### src/rtl/jtag_host_shifter.sv
// JTAG initiator: shifts 1-32 TMS or TDI bits per command and returns the TDO bits it captured.
// TCK is produced by dividing clk, with CLK_DIV clk cycles per half-period.
module jtag_host_shifter #(
   parameter int CLK_DIV = 4
) (
   input  logic        clk,
   input  logic        rst,
   input  logic        cmd_valid,
   output logic        cmd_ready,
   input  logic        cmd_mode,
   input  logic [4:0]  cmd_len,
   input  logic [31:0] cmd_data,
   input  logic        cmd_tms_last,
   output logic        rsp_valid,
   input  logic        rsp_ready,
   output logic [31:0] rsp_data,
   output logic        tck,
   output logic        tms,
   output logic        tdi,
   input  logic        tdo
);

   typedef enum logic [1:0] {IDLE, LOW, HIGH, RESP} state_t;

   localparam logic [7:0] DIV_LAST = 8'(CLK_DIV - 1);

   state_t      state;
   logic        mode;
   logic [4:0]  len;
   logic [31:0] data;
   logic        tms_last;
   logic [31:0] capture;
   logic [4:0]  idx;
   logic [4:0]  next_idx;
   logic [7:0]  div_cnt;
   logic        tdo_meta;
   logic        tdo_s;
   logic        ready_q;

   // Returns {tms, tdi} for bit i of a command.
   function automatic logic [1:0] bit_drive(input logic m, input logic [31:0] d,
                                            input logic [4:0] l, input logic tl,
                                            input logic [4:0] i);
      if (m)
         return {d[i], 1'b0};
      else
         return {((i == l) ? tl : 1'b0), d[i]};
   endfunction

   assign next_idx  = idx + 5'd1;
   assign cmd_ready = ready_q & ~rst;

   always_ff @(posedge clk) begin
      if (rst) begin
         tdo_meta <= 1'b0;
         tdo_s    <= 1'b0;
      end else begin
         tdo_meta <= tdo;
         tdo_s    <= tdo_meta;
      end
   end

   always_ff @(posedge clk) begin
      if (rst) begin
         state     <= IDLE;
         ready_q   <= 1'b1;
         rsp_valid <= 1'b0;
         rsp_data  <= 32'd0;
         tck       <= 1'b0;
         tms       <= 1'b1;
         tdi       <= 1'b0;
         mode      <= 1'b0;
         len       <= 5'd0;
         data      <= 32'd0;
         tms_last  <= 1'b0;
         capture   <= 32'd0;
         idx       <= 5'd0;
         div_cnt   <= 8'd0;
      end else begin
         case (state)
            IDLE: begin
               if (cmd_valid) begin
                  mode       <= cmd_mode;
                  len        <= cmd_len;
                  data       <= cmd_data;
                  tms_last   <= cmd_tms_last;
                  capture    <= 32'd0;
                  idx        <= 5'd0;
                  div_cnt    <= 8'd0;
                  ready_q    <= 1'b0;
                  state      <= LOW;
                  {tms, tdi} <= bit_drive(cmd_mode, cmd_data, cmd_len, cmd_tms_last, 5'd0);
               end
            end
            LOW: begin
               if (div_cnt == DIV_LAST) begin
                  div_cnt <= 8'd0;
                  tck     <= 1'b1;
                  state   <= HIGH;
               end else begin
                  div_cnt <= div_cnt + 8'd1;
               end
            end
            HIGH: begin
               // Sampling on the last HIGH cycle gives the synchronizer time to settle after the previous falling edge.
               if (div_cnt == DIV_LAST) begin
                  div_cnt      <= 8'd0;
                  tck          <= 1'b0;
                  capture[idx] <= tdo_s;
                  if (idx == len) begin
                     rsp_valid <= 1'b1;
                     rsp_data  <= capture | (32'(tdo_s) << idx);
                     state     <= RESP;
                  end else begin
                     idx        <= next_idx;
                     {tms, tdi} <= bit_drive(mode, data, len, tms_last, next_idx);
                     state      <= LOW;
                  end
               end else begin
                  div_cnt <= div_cnt + 8'd1;
               end
            end
            RESP: begin
               if (rsp_ready) begin
                  rsp_valid <= 1'b0;
                  ready_q   <= 1'b1;
                  state     <= IDLE;
               end
            end
            default: state <= IDLE;
         endcase
      end
   end

endmodule
### config.mk
export PLATFORM = sky130hd
export DESIGN_NAME = jtag_host_shifter
export DESIGN_NICKNAME = d
export VERILOG_FILES = /design/src/rtl/jtag_host_shifter.sv
export SDC_FILE = /design/constraint.sdc
export NUM_CORES = 1
export LEC_CHECK = 0
export ABC_CLOCK_PERIOD_IN_PS = 3700
export CAP_MARGIN = 30
export CORE_AREA = 5 5 153 82
export CTS_CLUSTER_SIZE = 40
export DETAILED_ROUTE_END_ITERATION = 12
export DIE_AREA = 0 0 158 87
export PLACE_DENSITY = 0.78
export SLEW_MARGIN = 20
export SYNTH_ARGS = -nofsm -noshare
export SYNTH_HDL_FRONTEND = slang
export SYNTH_SLANG_ARGS = --single-unit
### constraint.sdc
create_clock -name clk -period 3.7 [get_ports clk]
set_input_delay 1.11 -clock clk [delete_from_list [all_inputs] [get_ports clk]]
set_output_delay 1.11 -clock clk [all_outputs]
set_load 0.1 [all_outputs]
After elaboration in Yosys (flattened, before gate mapping)
Index checks and enable logic that the tools add are counted.
{"block": "word_totals", "reg_bits": 125, "input_bits": 44, "output_inout_bits": 37}
{"block": "op_classes", "n_addsub": 2, "magnitude_cmp": 3, "eq_ne": 12, "shift": 1, "mux": 43, "bitwise_logic": 3, "reduce_logical": 18}
{"op": "2-to-1 mux 32 bit", "count": 2}
{"op": "case mux 32 bit (2 select lines)", "count": 1}
{"op": "bitwise mux 32 bit", "count": 1}
{"op": "bitwise OR 32 bit", "count": 1}
{"op": "left shift 1 x 5 -> 32 bit", "count": 1}
{"op": "2-to-1 mux 1 bit", "count": 17}
{"op": "2-to-1 mux 8 bit", "count": 2}
{"op": "case mux 8 bit (2 select lines)", "count": 1}
{"op": "2-to-1 mux 5 bit", "count": 3}
{"op": "2-to-1 mux 2 bit", "count": 7}
{"op": "< comparator 5 x 6 -> 1 bit, second input constant", "count": 2}
{"op": "!= test 2 bit, second input constant", "count": 6}
{"op": "AND reduction 3 bit", "count": 4}
{"op": "AND reduction 4 bit", "count": 3}
{"op": "equality test 5 bit", "count": 2}
{"op": "case mux 1 bit (2 select lines)", "count": 5}
{"op": "case mux 5 bit (2 select lines)", "count": 1}
{"op": "nonzero test 2 bit", "count": 5}
{"op": "adder 8 x 1 -> 8 bit, second input constant", "count": 1}
{"op": "equality test 8 x 2 -> 1 bit, second input constant", "count": 1}
{"op": "case mux 2 bit (4 select lines)", "count": 1}
{"op": "adder 5 x 1 -> 5 bit, second input constant", "count": 1}
{"op": "binary-select mux 1 bit (select 5 bit)", "count": 1}
{"op": "demux 1 bit (select 5 bit)", "count": 1}
{"op": "10 further kinds", "count": 12}

Longest topological paths before layout
{"block": "depth", "depth_word": 7, "ltp_mapped": 10, "ltp_nobuf": 7}

Worst setup path before layout
Ideal clock, no wire load.
{"block": "synth_path", "path_kind": "input port to output port", "from": "input rst", "to": "output cmd_ready", "arrival_ns": 2.759, "t_required_ns": 2.590, "setup_slack_ns": -0.169, "cell_stages": 3, "n_path_buf": 2, "cell_sequence": "clkbuf_1 > clkbuf_1 > nor2b_1"}
{"block": "synth_via", "elab_chain_cells": 2}
{"element": "from (decl)", "line_no": "7", "text": "input logic rst,"}
{"element": "inverter 1 bit", "line_no": "51", "text": "assign cmd_ready = ready_q & ~rst;"}
{"element": "bitwise AND 1 bit", "line_no": "51"}
{"element": "to (decl)", "line_no": "9", "text": "output logic cmd_ready,"}
No other way between the ends.

Worst setup path in the final report
{"block": "layout_path", "from": "register div_cnt[1]", "to": "register idx[2]"}
{"block": "layout_via", "elab_chain_cells": 3}
{"element": "from (decl)", "line_no": "35", "text": "logic [7:0] div_cnt;"}
{"element": "from (signal assigned)", "line_no": "101", "text": "div_cnt <= div_cnt + 8'd1;"}
{"element": "from (signal assigned)", "line_no": "120", "text": "div_cnt <= div_cnt + 8'd1;"}
{"element": "equality test 8 x 2 -> 1 bit", "line_no": "106", "text": "if (div_cnt == DIV_LAST) begin"}
{"element": "!= test 2 bit (no source line)"}
{"element": "AND reduction 4 bit (no source line)"}
{"element": "to (signal assigned)", "line_no": "115", "text": "idx <= next_idx;"}
{"element": "to (decl)", "line_no": "33", "text": "logic [4:0] idx;"}
No other way between the ends.
A chain may end at the register's enable or synchronous reset.

==> impl_metrics.ini <==
[global_routing]
globalRouteTotalUtil = 0.2471
grt_pass1_vias = 5189
antenna_found_initial = 0
grt_first_pass_wirelength_microns = 26680
grt_overflow = 0
grt_max_degree = 73

[power_and_ir_drop]
power_density_nw_per_um2 = 567.4
total_power_mw = 4.086
p_int_mw = 2.783
ir_drop_uv = 261.6
switchingPower_mw = 1.304
p_leak_nw = 2.570
power.share.switching = 0.3190
p_clk_frac = 0.407
p_seq_frac = 0.373
combPwrFrac = 0.220

[die]
die_area_sq_um = 13750
coreArea_sq_um = 11250
initial_core_util = 0.5215
die_w_microns = 158
io-pin-count = 81
fp.dieH_microns = 87
fp-row-count = 28

[clock_tree]
clk_pin_slew_ns = 0.06
cts_inserted_buffers = 17
cts.sinks = 125
clkLatencyLatePin_ns = 0.42
ctsResizeCount = 0
post-cts-setup-buffer-count = 0
hold_buffers = 0
clock_path_buffers = 2
cts_tree = yes
htreeDepth = 4
root_buffer = clkbuf_16

[sta]
finalSetupTns_ns = 0
final-max-slew-violation-count = 0
postLayoutSetupSlackWorst_ns = 0.7840
hold_viol = 0
finalCritPeriodShare = 0.7881
worst_pin_slew_ns = 1.004
max_freq_mhz = 342.9
skew_ns = 0.008844
maxSlewHeadroom = 0.3257
finalCriticalPeriod_ns = 2.916
rsz0062_at_grt = false
finalSetupViolCount = 0
hold_slack_ns = 0.4370

[layout]
fillCellCount = 928
antennaDiodeCount = 0
post-route-util = 0.6404
layout-drive-gt1-share = 0.1632
nNetsFinal = 806
syn2layout_area_growth_pct = 22.81

[hold_path]
hp-start = tdo_meta
whs_endpoint = tdo_s
worstHoldPathCells = 1
min_path_type = reg2reg

[route]
viasPerCell = 5.888
wirelength_microns = 16510
drc = 0
antenna_left = 0
dr.first_iter.drc_count = 589
routed-via-count = 5393
drt_pass1_iterations = 5
wl_per_cell_microns = 18.02

[logic_synthesis]
yosysMostFrequentCell = a21oi_1
async_reset_ff_frac = 0
synthesis.instances = 704
synth_top_area_frac = 0.4267
netlist_area_sq_um = 5864
synth_flop_cell = dfxtp_1
synth_top_area_cell = dfxtp_1
synth_edf_count = 0
syn_nets = 757
synth_commonest_cells = a21oi_1, dfxtp_1, nand2_1
avgSynthCellArea_sq_um = 8.330
ys_seq_area_frac = 0.4267
synth_cell_type_count = 52
ys_warn_count = 0
ys_ff_latch = 125
synth.area.top_cells = dfxtp_1, a21oi_1, nand2_1, a211oi_2, nor2_1

[setup_path]
worstPathArrival_ns = 3.19
crit_path_cell_trace = ha_1 > or4b_1 > or2_1 > a2111oi_2 > a21oi_1 > a311oi_1
slowest_stage = a2111oi_2
worst-path-buf-inv = 0
worstPathRequired_ns = 3.97
slowest_delay_ns = 0.64
r2r-start = div_cnt[1]
r2r_setup_slack_ns = 0.78
path_class = reg2reg
startpoint_type = register
r2r-end = idx[2]
r2r_cells = 6
critical-path-top-delay-family = compound AO/OA/AOI/OAI gates
critPathCaptureType = register
crit_fanout = 8

[placement]
port_buffers = 80
dp_slack_ns = 0.7096
gp_congestion = 0.9304
hpwl_microns = 11310

[status]
outcome = finished clean

[flow_run]
maxCapViolations = 0
## layout make-up
class	instances	area [sq um]	share of cell area
Inverter	6	22.52	0.003127
Clock buffer	19	452.9	0.06289
Multi-Input combinational cell	509	3060	0.4249
Sequential cell	125	2502	0.3475
Tap cell	150	187.7	0.02606
Clock inverter	13	140.1	0.01946
Timing Repair Buffer	94	835.8	0.1161
## kinds of logic (layout without fill, tap and decap cells)
logic type,count (synthesis),after routing,share of synthesized area
AO/OA/AOI/OAI,233,233,0.2526
multiplexers,17,17,0.04609
XOR/XNOR,19,19,0.03072
adder cells (fa/ha/maj),9,9,0.01920
flip-flops,125,125,0.4267
buffers and inverters,70,132,0.05184
AND/OR/NAND/NOR,231,231,0.1728
## worst reg2reg max path, delay by kind of cell, from the launching register on
family	cells	cell delay (ns)
AOI/OAI and AO/OA	3	1.22
adders and majority gates	1	0.24
DFF	1	0.39
and+or+nand+nor	2	0.92
## state kept, by name, summed over array words and instances, names as in the netlist, 2 cells and up
name	count
state	2
capture	32
div_cnt	8
data	32
idx	5
rsp_data	32
len	5
## stage by stage
stage          area, sq um  instances
6_report              7202        916
5_1_grt               7202        916
4_1_cts               7202        916
3_5_place_dp          6609        884
3_3_place_gp          6609        884
2_1_floorplan         5867        704
## layout by cell type, fill, tap and decap left out, types with 6 or more instances in the layout
cell type,n
nor2_1,57
dfxtp_1,125
a211oi_1,7
a31oi_1,6
and2_1,9
nor3_1,10
nor2b_1,7
nand4_1,6
mux4_2,8
clkbuf_16,17
nand2_1,120
buf_4,50
mux2i_1,9
a21oi_1,138
xnor2_1,6
a211oi_2,28
o21ai_0,32
clkdlybuf4s50_1,42
xor2_1,12
ha_1,9
## layer usage
metal	share of wire	vias to the layer above	GRT usage
met4	0.013	0	0.08978
met5	0	-	0
met1	0.46	2521	0.3576
met3	0.093	19	0.05261
li1	-	2564	-
met2	0.44	289	0.3643
## worst max path at each step
stage | from | endpoint | cells past startpoint
final | div_cnt[1] | idx[2] | 6
after global routing | div_cnt[0] | idx[2] | 6
after CTS | idx[1] | tdi | 7
after detailed placement | cmd_valid | capture[26] | 7
after global placement | cmd_valid | capture[10] | 7
after floorplan | rst | cmd_ready | 3
## power by group through the flow
stage	clock (mW)	combinational, mW	sequential [mW]
6_report	1.66	0.900	1.52
5_1_grt	1.74	0.976	1.53
4_1_cts	1.67	0.883	1.52
3_5_place_dp	0	0.869	1.55
3_3_place_gp	0	0.837	1.54
2_1_floorplan	0	0.590	1.57
No activity file was read; power rests on OpenSTA's default activity.
